## config.mk

```make
export PLATFORM = sky130hd
export DESIGN_NAME = idwt
export DESIGN_NICKNAME = d
export VERILOG_FILES = /design/src/rtl/idwt_pkg.sv /design/src/rtl/idwt_ctrl.sv /design/src/rtl/idwt_fadd.sv /design/src/rtl/idwt_fmul.sv /design/src/rtl/idwt.sv
export SDC_FILE = /design/constraint.sdc
export NUM_CORES = 2
export LEC_CHECK = 0
export CAP_MARGIN = 10
export CORE_MARGIN = 4
export CORE_UTILIZATION = 60
export DETAILED_ROUTE_END_ITERATION = 8
export GPL_TIMING_DRIVEN = 0
export HOLD_SLACK_MARGIN = 0.1
export PLACE_DENSITY = 0.78
export SYNTH_ARGS = -nofsm -noshare
export SYNTH_HDL_FRONTEND = slang
export SYNTH_SLANG_ARGS = --single-unit
```

## constraint.sdc

```tcl
create_clock -name clk -period 52.4 [get_ports clk]
set_clock_uncertainty 0.15 [all_clocks]
set_input_delay 10.48 -clock clk [delete_from_list [all_inputs] [get_ports clk]]
set_output_delay 10.48 -clock clk [all_outputs]
set_load 0.02 [all_outputs]
```

## src/rtl/idwt_pkg.sv

```systemverilog
// Shared constants, state encoding and helpers for the inverse D4 lifting
// reconstruction (idwt) and its fp32 arithmetic cells.
package idwt_pkg;
    localparam int FP32_W = 32;

    localparam logic [FP32_W-1:0] IKA     = 32'h3F0483EE;
    localparam logic [FP32_W-1:0] IKD     = 32'h3FF746EA;
    localparam logic [FP32_W-1:0] C1      = 32'h3EDDB3D7;
    localparam logic [FP32_W-1:0] C2      = 32'hBD8930A3;
    localparam logic [FP32_W-1:0] C3      = 32'h3FDDB3D7;
    localparam logic [FP32_W-1:0] FP_QNAN = 32'h7FC00000;

    localparam logic [3:0] S_IDLE = 4'd0;
    localparam logic [3:0] S_SA   = 4'd1;
    localparam logic [3:0] S_DD   = 4'd2;
    localparam logic [3:0] S_D1   = 4'd3;
    localparam logic [3:0] S_E1   = 4'd4;
    localparam logic [3:0] S_E2   = 4'd5;
    localparam logic [3:0] S_E3   = 4'd6;
    localparam logic [3:0] S_E4   = 4'd7;
    localparam logic [3:0] S_O1   = 4'd8;
    localparam logic [3:0] S_O2   = 4'd9;
    localparam logic [3:0] S_OUT  = 4'd10;

    typedef enum logic [3:0] {
        IDLE = S_IDLE, SA = S_SA, DD = S_DD, D1 = S_D1, E1 = S_E1, E2 = S_E2,
        E3 = S_E3, E4 = S_E4, O1 = S_O1, O2 = S_O2, OUT = S_OUT
    } state_t;

    // One load enable per datapath register, decoded from the state.
    typedef struct packed {
        logic ld_in;
        logic s1;
        logic t;
        logic d1;
        logic p;
        logic q;
        logic r;
        logic xe;
        logic m;
        logic xo;
        logic hist;
    } en_t;

    function automatic logic [FP32_W-1:0] fneg(input logic [FP32_W-1:0] x);
        return {~x[FP32_W-1], x[FP32_W-2:0]};
    endfunction
endpackage

```

## src/rtl/idwt_ctrl.sv

```systemverilog
// Sequencer for idwt: walks the nine arithmetic steps, owns both handshakes
// and decodes the per-state register load enables.
module idwt_ctrl
    import idwt_pkg::*;
(
    input  logic   clk,
    input  logic   rst,
    input  logic   in_valid,
    input  logic   out_ready,
    output logic   in_ready,
    output logic   out_valid,
    output state_t state,
    output en_t    en
);
    state_t state_reg, state_next;

    always_ff @(posedge clk or posedge rst) begin
        if (rst) state_reg <= IDLE;
        else     state_reg <= state_next;
    end

    always_comb begin
        state_next = state_reg;
        en         = '0;
        in_ready   = 1'b0;
        out_valid  = 1'b0;
        case (state_reg)
            IDLE: begin
                in_ready = 1'b1;
                if (in_valid) begin
                    en.ld_in   = 1'b1;
                    state_next = SA;
                end
            end
            SA: begin en.s1 = 1'b1; state_next = DD;  end
            DD: begin en.t  = 1'b1; state_next = D1;  end
            D1: begin en.d1 = 1'b1; state_next = E1;  end
            E1: begin en.p  = 1'b1; state_next = E2;  end
            E2: begin en.q  = 1'b1; state_next = E3;  end
            E3: begin en.r  = 1'b1; state_next = E4;  end
            E4: begin en.xe = 1'b1; state_next = O1;  end
            O1: begin en.m  = 1'b1; state_next = O2;  end
            O2: begin en.xo = 1'b1; state_next = OUT; end
            OUT: begin
                out_valid = 1'b1;
                if (out_ready) begin
                    en.hist    = 1'b1;
                    state_next = IDLE;
                end
            end
            default: state_next = IDLE;
        endcase
    end

    assign state = state_reg;
endmodule

```

## src/rtl/idwt_fadd.sv

```systemverilog
// Combinational fp32 adder: round-to-nearest-even, denormals flushed to zero.
module idwt_fadd
    import idwt_pkg::*;
(
    input  logic [FP32_W-1:0] a,
    input  logic [FP32_W-1:0] b,
    output logic [FP32_W-1:0] y
);
    logic        a_nan, b_nan, a_inf, b_inf, a_z, b_z, swap, sgn, g, st;
    logic [7:0]  e_big, e_sml, dexp;
    logic [4:0]  dsh;
    logic [23:0] m_big, m_sml, mt;
    logic [49:0] shifted;
    logic [26:0] a27, b27, n;
    logic [27:0] s;
    logic [24:0] mr;
    int          e, lz;

    always_comb begin
        a_nan = (a[30:23] == 8'hFF) && (a[22:0] != '0);
        b_nan = (b[30:23] == 8'hFF) && (b[22:0] != '0);
        a_inf = (a[30:23] == 8'hFF) && (a[22:0] == '0);
        b_inf = (b[30:23] == 8'hFF) && (b[22:0] == '0);
        a_z   = (a[30:23] == 8'h00);
        b_z   = (b[30:23] == 8'h00);
        swap  = b[30:0] > a[30:0];
        e_big = swap ? b[30:23] : a[30:23];
        e_sml = swap ? a[30:23] : b[30:23];
        m_big = {1'b1, swap ? b[22:0] : a[22:0]};
        m_sml = {1'b1, swap ? a[22:0] : b[22:0]};
        sgn   = swap ? b[31] : a[31];
        dexp  = e_big - e_sml;
        // Beyond 31 places the smaller operand lives entirely in the sticky bit.
        dsh     = (dexp > 8'd31) ? 5'd31 : dexp[4:0];
        shifted = {m_sml, 26'b0} >> dsh;
        a27     = {m_big, 3'b000};
        b27     = {shifted[49:24], |shifted[23:0]};
        s       = (a[31] == b[31]) ? ({1'b0, a27} + {1'b0, b27}) : ({1'b0, a27} - {1'b0, b27});
        e       = int'(e_big);
        lz      = 0;
        if (s[27]) begin
            n = {s[27:2], s[1] | s[0]};
            e = e + 1;
        end else begin
            for (int i = 0; i < 27; i++) begin
                if (s[i]) lz = 26 - i;
            end
            n = s[26:0] << lz;
            e = e - lz;
        end
        mt = n[26:3];
        g  = n[2];
        st = n[1] | n[0];
        mr = {1'b0, mt} + {24'b0, g & (st | mt[0])};
        if (mr[24]) begin
            mt = mr[24:1];
            e  = e + 1;
        end else begin
            mt = mr[23:0];
        end

        if (a_nan || b_nan || (a_inf && b_inf && (a[31] != b[31]))) y = FP_QNAN;
        else if (a_inf)          y = a;
        else if (b_inf)          y = b;
        else if (a_z && b_z)     y = {a[31] & b[31], 31'b0};
        else if (b_z)            y = a;
        else if (a_z)            y = b;
        else if (s == '0)        y = '0;
        else if (e >= 255)       y = {sgn, 8'hFF, 23'b0};
        else if (e <= 0)         y = {sgn, 31'b0};
        else                     y = {sgn, e[7:0], mt[22:0]};
    end
endmodule

```

## src/rtl/idwt_fmul.sv

```systemverilog
// Combinational fp32 multiplier: round-to-nearest-even, denormals flushed to zero.
module idwt_fmul
    import idwt_pkg::*;
(
    input  logic [FP32_W-1:0] a,
    input  logic [FP32_W-1:0] b,
    output logic [FP32_W-1:0] y
);
    logic        a_nan, b_nan, a_inf, b_inf, a_z, b_z, sg, g, st;
    logic [47:0] prod;
    logic [23:0] mt;
    logic [24:0] mr;
    int          e;

    always_comb begin
        a_nan = (a[30:23] == 8'hFF) && (a[22:0] != '0);
        b_nan = (b[30:23] == 8'hFF) && (b[22:0] != '0);
        a_inf = (a[30:23] == 8'hFF) && (a[22:0] == '0);
        b_inf = (b[30:23] == 8'hFF) && (b[22:0] == '0);
        a_z   = (a[30:23] == 8'h00);
        b_z   = (b[30:23] == 8'h00);
        sg    = a[31] ^ b[31];
        prod  = {1'b1, a[22:0]} * {1'b1, b[22:0]};
        e     = int'(a[30:23]) + int'(b[30:23]) - 127;
        if (prod[47]) begin
            mt = prod[47:24];
            g  = prod[23];
            st = |prod[22:0];
            e  = e + 1;
        end else begin
            mt = prod[46:23];
            g  = prod[22];
            st = |prod[21:0];
        end
        mr = {1'b0, mt} + {24'b0, g & (st | mt[0])};
        if (mr[24]) begin
            mt = mr[24:1];
            e  = e + 1;
        end else begin
            mt = mr[23:0];
        end

        if (a_nan || b_nan || (a_inf && b_z) || (b_inf && a_z)) y = FP_QNAN;
        else if (a_inf || b_inf)                                y = {sg, 8'hFF, 23'b0};
        else if (a_z || b_z)                                    y = {sg, 31'b0};
        else if (e >= 255)                                      y = {sg, 8'hFF, 23'b0};
        else if (e <= 0)                                        y = {sg, 31'b0};
        else                                                    y = {sg, e[7:0], mt[22:0]};
    end
endmodule

```

## src/rtl/idwt.sv

```systemverilog
// Inverse D4 lifting step on one shared fp32 multiplier and adder.
// Optional IDWT_ERR_EN: replaces Inf/NaN inputs by +0 and raises sticky err.
module idwt
    import idwt_pkg::*;
(
    input  logic              clk,
    input  logic              rst,
    input  logic              in_valid,
    output logic              in_ready,
    input  logic              in_first,
    input  logic [FP32_W-1:0] an_in,
    input  logic [FP32_W-1:0] dn_in,
    output logic              out_valid,
    input  logic              out_ready,
    output logic [FP32_W-1:0] x_even,
    output logic [FP32_W-1:0] x_odd
`ifdef IDWT_ERR_EN
    ,
    output logic              err
`endif
);
    state_t state;
    en_t    en;

    logic              first_reg;
    logic [FP32_W-1:0] a_reg, d_reg, s1_reg, t_reg, d1_reg, p_reg, q_reg, r_reg;
    logic [FP32_W-1:0] xe_reg, m_reg, xo_reg, s1p_reg, d1p_reg;
    logic [FP32_W-1:0] a_san, d_san, s1p_eff, d1p_eff;
    logic [FP32_W-1:0] mul_a, mul_b, mul_y, add_a, add_b, add_y;

    idwt_ctrl u_ctrl (
        .clk      (clk),
        .rst      (rst),
        .in_valid (in_valid),
        .out_ready(out_ready),
        .in_ready (in_ready),
        .out_valid(out_valid),
        .state    (state),
        .en       (en)
    );

    idwt_fmul u_mul (.a(mul_a), .b(mul_b), .y(mul_y));
    idwt_fadd u_add (.a(add_a), .b(add_b), .y(add_y));

`ifdef IDWT_ERR_EN
    logic bad_a, bad_d, err_reg;
    assign bad_a = (an_in[30:23] == 8'hFF);
    assign bad_d = (dn_in[30:23] == 8'hFF);
    assign a_san = bad_a ? '0 : an_in;
    assign d_san = bad_d ? '0 : dn_in;
    assign err   = err_reg;

    always_ff @(posedge clk or posedge rst) begin
        if (rst)                            err_reg <= 1'b0;
        else if (en.ld_in && (bad_a || bad_d)) err_reg <= 1'b1;
    end
`else
    assign a_san = an_in;
    assign d_san = dn_in;
`endif

    // A frame start sees zero history for this pair only.
    assign s1p_eff = first_reg ? '0 : s1p_reg;
    assign d1p_eff = first_reg ? '0 : d1p_reg;

    always_comb begin
        mul_a = '0;
        mul_b = '0;
        add_a = '0;
        add_b = '0;
        case (state)
            SA: begin mul_a = a_reg;  mul_b = IKA;           end
            DD: begin mul_a = d_reg;  mul_b = IKD;           end
            D1: begin add_a = t_reg;  add_b = fneg(s1p_eff); end
            E1: begin mul_a = C1;     mul_b = d1_reg;        end
            E2: begin mul_a = C2;     mul_b = d1p_eff;       end
            E3: begin add_a = p_reg;  add_b = q_reg;         end
            E4: begin add_a = s1_reg; add_b = fneg(r_reg);   end
            O1: begin mul_a = C3;     mul_b = xe_reg;        end
            O2: begin add_a = d1_reg; add_b = m_reg;         end
            default: ;
        endcase
    end

    always_ff @(posedge clk or posedge rst) begin
        if (rst) begin
            first_reg <= 1'b0;
            a_reg     <= '0;
            d_reg     <= '0;
            s1_reg    <= '0;
            t_reg     <= '0;
            d1_reg    <= '0;
            p_reg     <= '0;
            q_reg     <= '0;
            r_reg     <= '0;
            xe_reg    <= '0;
            m_reg     <= '0;
            xo_reg    <= '0;
            s1p_reg   <= '0;
            d1p_reg   <= '0;
        end else begin
            if (en.ld_in) begin
                a_reg     <= a_san;
                d_reg     <= d_san;
                first_reg <= in_first;
            end
            if (en.s1) s1_reg <= mul_y;
            if (en.t)  t_reg  <= mul_y;
            if (en.d1) d1_reg <= add_y;
            if (en.p)  p_reg  <= mul_y;
            if (en.q)  q_reg  <= mul_y;
            if (en.r)  r_reg  <= add_y;
            if (en.xe) xe_reg <= add_y;
            if (en.m)  m_reg  <= mul_y;
            if (en.xo) xo_reg <= add_y;
            if (en.hist) begin
                s1p_reg <= s1_reg;
                d1p_reg <= d1_reg;
            end
        end
    end

    assign x_even = xe_reg;
    assign x_odd  = xo_reg;
endmodule

```

Word-level counts from Yosys, hierarchy flattened:

Index checks and enable logic that the tools add are counted.

* add/sub/neg operators: 12
* $mul: 1
* order comparisons: 6
* equal/unequal tests: 18
* shift-type cells: 2
* muxes and demuxes: 83
* bitwise logic cells: 10
* reductions and logical operators: 38

Operators by type and width (number)
* 32-bit 2-to-1 mux: 15
* 32-bit one-hot mux with 5 select lines: 2
* 32-bit one-hot mux with 4 select lines: 2
* 31-bit 2-to-1 mux: 6
* 5-bit 2-to-1 mux: 28
* 32-bit by 2-bit adder with 32-bit output, second input constant: 3
* 23-bit logical NOT: 4
* 23-bit 2-to-1 mux: 4
* 23-bit nonzero test: 4
* 32-bit by 9-bit greater-or-equal comparator with 1-bit output, second input constant: 2
* 32-bit by 1-bit <= comparator with 1-bit output, second input constant: 2
* 24-bit by 1-bit adder with 25-bit output: 2
* 50-bit by 5-bit >> shifter with 50-bit output: 1
* 24-bit by 24-bit multiplier with 48-bit output: 1
* 4-bit one-hot mux with 11 select lines: 1
* 8-bit equality test, second input constant: 4
* 8-bit logical NOT: 4
* 27-bit by 32-bit << shifter with 27-bit output: 1
* 32-bit by 8-bit subtractor with 32-bit output, second input constant: 1
* 9-bit by 32-bit subtractor with 32-bit output: 1
* 31-bit > comparator: 1
* 27-bit by 27-bit adder with 28-bit output: 1
* 28-bit logical NOT: 1
* 28-bit 2-to-1 mux: 1
* other kinds (28): 78

* register bits: 421
* output and inout port bits: 66
* logic and storage cells: 185

Depth between registers and ports, before layout:

* depth after elaboration: 57
* depth in mapped cells: 85

Hierarchy:

From an unflattened synthesis, not the netlist that was laid out.

* cell total of the unflattened synthesis: 6207
* area total of the unflattened synthesis: 54552.3 sq um

Modules (own cells, without submodules)
* idwt_fmul: instances 1, cells each 2738, area each 22529.1 sq um, sequential area each 0.0 sq um
* idwt: instances 1, cells each 1342, area each 18356.4 sq um, sequential area each 10435.0 sq um
* idwt_fadd: instances 1, cells each 2087, area each 13311.5 sq um, sequential area each 0.0 sq um
* idwt_ctrl: instances 1, cells each 40, area each 355.3 sq um, sequential area each 100.1 sq um

Worst setup path after synthesis:

Ideal clock, no wire load.

* path kind: register to register
* start point: register u_ctrl.state_reg[0] (netlist: u_ctrl.state[0])
* end point: register xe_reg[10] (netlist: x_even[10])
* setup time: 0.077 ns
* data arrival time: 16.634 ns
* path slack: 35.539 ns
* stages on the path, launching flop included: 84
* period minus slack after synthesis: 16.861 ns
* cell sequence: dfrtp_1 > buf_4 > buf_2 > buf_1 > nand2b_1 > nor2_1 > clkbuf_1 > clkbuf_1 > clkbuf_1 > a221o_1 > inv_1 > ha_1 > nand4_1 > nor3_1 > nand2_1 > nor2_1 > nor4b_2 > a32oi_2 > [48 not listed] > inv_1 > fa_1 > nand2_1 > nand2_1 > a21oi_1 > nor2b_1 > nor3_1 > mux2i_1 > xnor2_1 > or4_1 > nor3_1 > o211ai_1 > a31o_2 > nor3_1 > o211ai_1 > o31a_1 > a211o_1 > o21ai_1

* word-level cells in the longest chain between the ends: 56

Ends and longest elaborated chain
* from (decl): RTL line idwt_ctrl.sv:15 `state_t state_reg, state_next;`
* from (signal assigned): RTL line idwt_ctrl.sv:19 `else state_reg <= state_next;`
* parallel branches: the longest is 56 deep, another holds 31-bit > comparator
* to (signal assigned): RTL line idwt.sv:113 `if (en.xe) xe_reg <= add_y;`
* to (decl): RTL line idwt.sv:27 `logic [FP32_W-1:0] xe_reg, m_reg, xo_reg, s1p_reg, d1p_reg;`

Parallel ways; which one is timed is not known. The select of a mux whose other input is x is not followed.
A chain may end at the register's enable or synchronous reset.

Worst setup path in the final report:

* start point: register u_ctrl.state_reg[0] (netlist: u_ctrl.state[0])
* end point: register d1_reg[9]

* word-level cells in the longest chain between the ends: 56

Ends and longest elaborated chain
* parallel branches: the longest is 56 deep, another holds 31-bit > comparator
* to (signal assigned): RTL line idwt.sv:109 `if (en.d1) d1_reg <= add_y;`
* to (decl): RTL line idwt.sv:26 `logic [FP32_W-1:0] a_reg, d_reg, s1_reg, t_reg, d1_reg, p_reg, q_reg, r_reg;`

Parallel ways; which one is timed is not known. The select of a mux whose other input is x is not followed.

==> reports/metrics.csv <==
stage;metric;value;unit
synthesis;Post-synth EDFFs;0;
synthesis;Top FF cell, synth;dfrtp_1;
setup_path;data arrival time of the critical path;25.28;ns
placement;hpwl dp;176000;um
setup_path;RR Endpoint;d1_reg[9]$_DFFE_PP0N_;
cells_and_area;share of cells above drive strength 1;6.68;%
cells_and_area;area of the multi-input gates;35800;um^2
die;I/O pins;135;
global_routing;initial antenna violation count;9;
setup_path;Worst setup EP type;flop;
synthesis;dominant cell type by area after synthesis;dfrtp_1;
flow_run;number of max-cap violations;0;
global_routing;vias in the first global route;48900;
synthesis;warnings from Yosys;0;
sta;Slew @ Worst Pin;1.56;ns
cells_and_area;most frequent cells in the layout;833 x nand2_1, 745 x inv_1, 485 x fa_1, 433 x nor2_1, 421 x dfrtp_1;
placement;RD Place Congestion;1.12;
setup_path;worst setup path start;u_ctrl.state[0]$_DFFE_PP0P_;
detailed_routing;Antenna Nets Post-Route;0;
setup_path;Worst R2R Path Depth;84;
clock_tree;CTS Hold Bufs;0;
sta;final worst path period need;25.01;ns
setup_path;worst setup path end;d1_reg[9]$_DFFE_PP0N_;
setup_path;Crit Path Class;reg2reg;
clock_tree;Root Buffer;clkbuf_16;
cells_and_area;Net count, final;7069;
synthesis;Yosys cell types;117;
cells_and_area;most common cell after layout, fill and taps aside;nand2_1;
detailed_routing;DRC;21;
synthesis;register bit count reported by yosys;421;
sta;f_max;40.0;MHz
detailed_routing;drt wl/cell;29.9;um
sta;final slew viol count;10;
die;Core ar.;82500;um^2
detailed_routing;vias;51300;
clock_tree;total CTS buffers;44;
detailed_routing;Detailed Routing Iterations Pass 1;9;
synthesis;synthesized cell area;50300;um^2
synthesis;top-area cell type share of the netlist area;21.0;%
synthesis;post-synthesis cell count;6007;
clock_tree;post-CTS setup buffer count;0;
die;row cnt;105;
detailed_routing;vias per cell;6.97;
die;die span in y;297;um
synthesis;Post-synth ARST share;100;%
setup_path;crit path max fanout;10;
synthesis;sequential area share after synthesis;21.0;%
setup_path;Worst EP required;52.67;ns
global_routing;Total GRT Usage;48.5;%
detailed_routing;starting DRC count in detailed routing;8082;
setup_path;FF-to-FF setup slack;27.39;ns
setup_path;slowest cell delay on critical path;1.26;ns
sta;RSZ-0062 raised after global routing;no;
synthesis;Post-Syn Area per Cell;8.37;um^2
global_routing;GR Overflow Total;0;
clock_tree;H-tree lvl count;2;
clock_tree;clock slew at reported path FFs;0.06;ns
die;Starting Density;60.9;%
clock_tree;worst-case clock buffer depth;3;
synthesis;Area contributors post-synth;dfrtp_1 21%, fa_1 19%, ha_1 6.8%;
outcome;failing checks;design-rule violations, max-slew violations;
setup_path;Max stage delay cell, worst path;a221oi_1;
global_routing;largest net degree at the start of global routing;135;
sta;slew margin rel.;-4.14;%
sta;setup violators final;0;
global_routing;first-pass GRT wire length;320000;um
clock_tree;CTS Sinks;421;
setup_path;reg-to-reg startpoint;u_ctrl.state[0]$_DFFE_PP0P_;
cells_and_area;fill cell count;6902;
setup_path;critical path startpoint category;flop;
sta;post-route setup TNS;0;ns
clock_tree;post-CTS sizing;0;
sta;Fin. Hold Viols;0;
cells_and_area;sequential cell area;10500;um^2
clock_tree;CTS tree;built;
die;die area;88500;um^2
hold_path;Min-Delay Path Class;reg2reg;
die;Die Wd;297;um
outcome;outcome;finished, violations left;
cells_and_area;Area Overhead vs Synth;9.09;%
clock_tree;clock latency on the worst-skew pair;0.64;ns
sta;final period utilization;47.7;%
placement;port bufs;134;
detailed_routing;WL final;220000;um
## cell usage after synthesis, drive strengths merged, types with 125 or more instances
master    n
fa      485
inv     750
nor3    125
nand2   835
clkbuf  252
ha      273
a21oi   337
mux2    180
nor2    441
dfrtp   421
nand3   131
o21ai   338
## kinds of logic after synthesis
group | after synthesis | share of synthesized area, %
other cells | 2 | 0.0149
simple gates | 1901 | 17.3
compound gates | 1430 | 18.9
buf+inv | 1079 | 8.20
mux | 258 | 5.74
flops | 421 | 21.0
xor+xnor | 156 | 2.73
fa+ha+maj | 760 | 26.2
## layout make-up
cell class	count	share of cell area, %
antenna	9	0.0411
buffer	324	2.35
clock buffer	55	2.17
tap	1070	2.44
multi-input combinational	4541	65.2
sequential	421	19.2
inverter	755	5.18
clock inverter	25	0.488
timing repair buffer	155	2.87
## worst max-delay path, delay by kind of cell (launching register included)
family                   cells  cell delay, ns
multiplexers                 1            0.37
AND/OR/NAND/NOR             21            5.36
adder cells (fa/ha/maj)      6            2.05
AO/OA/AOI/OAI               35            9.72
flip-flops                   1            0.37
buffers and inverters       20            6.52
XOR/XNOR                     1            0.18
## metal layers
| metal | vias to the layer above | GRT usage, % | part of all wire [%] |
|---|---|---|---|
| met3 | 843 | 29.0 | 20 |
| met2 | 4515 | 61.9 | 37 |
| met4 | 16 | 20.3 | 5.5 |
| met5 | - | 0.595 | 0.14 |
| li1 | 21000 | - | - |
| met1 | 24900 | 65.8 | 38 |
## worst min path at each step
stage                     depth (start not counted)               endpoint             startpoint  slack, ns
after global placement                            2  m_reg[11]$_DFFE_PP0N_  m_reg[11]$_DFFE_PP0N_       0.31
after floorplan                                   2   q_reg[4]$_DFFE_PP0P_   q_reg[4]$_DFFE_PP0P_       0.29
after CTS                                         2   p_reg[2]$_DFFE_PP0P_   p_reg[2]$_DFFE_PP0P_       0.33
after global routing                              2   t_reg[2]$_DFFE_PP0P_   t_reg[2]$_DFFE_PP0P_       0.35
after detailed placement                          2  m_reg[15]$_DFFE_PP0N_  m_reg[15]$_DFFE_PP0N_       0.32
final                                             2  x_odd[31]$_DFFE_PP0N_  x_odd[31]$_DFFE_PP0N_       0.33
## per-stage QoR
step                instance area, um^2  util, %  hold slack [ns]  instances  setup WS, ns
floorplan                         50400        -            0.293       6041         30.05
global placement                  53100     64.3            0.310       7245         25.05
detailed placement                53300     64.6            0.318       7260         29.01
CTS                               54800     66.4            0.333       7340         28.90
global route                      54800     66.4            0.349       7347         26.55
finish                            54800     66.5            0.332       7355         27.39
Power is not shown: default switching activity piles up to over one toggle a cycle in this logic, so the estimate is an artifact.
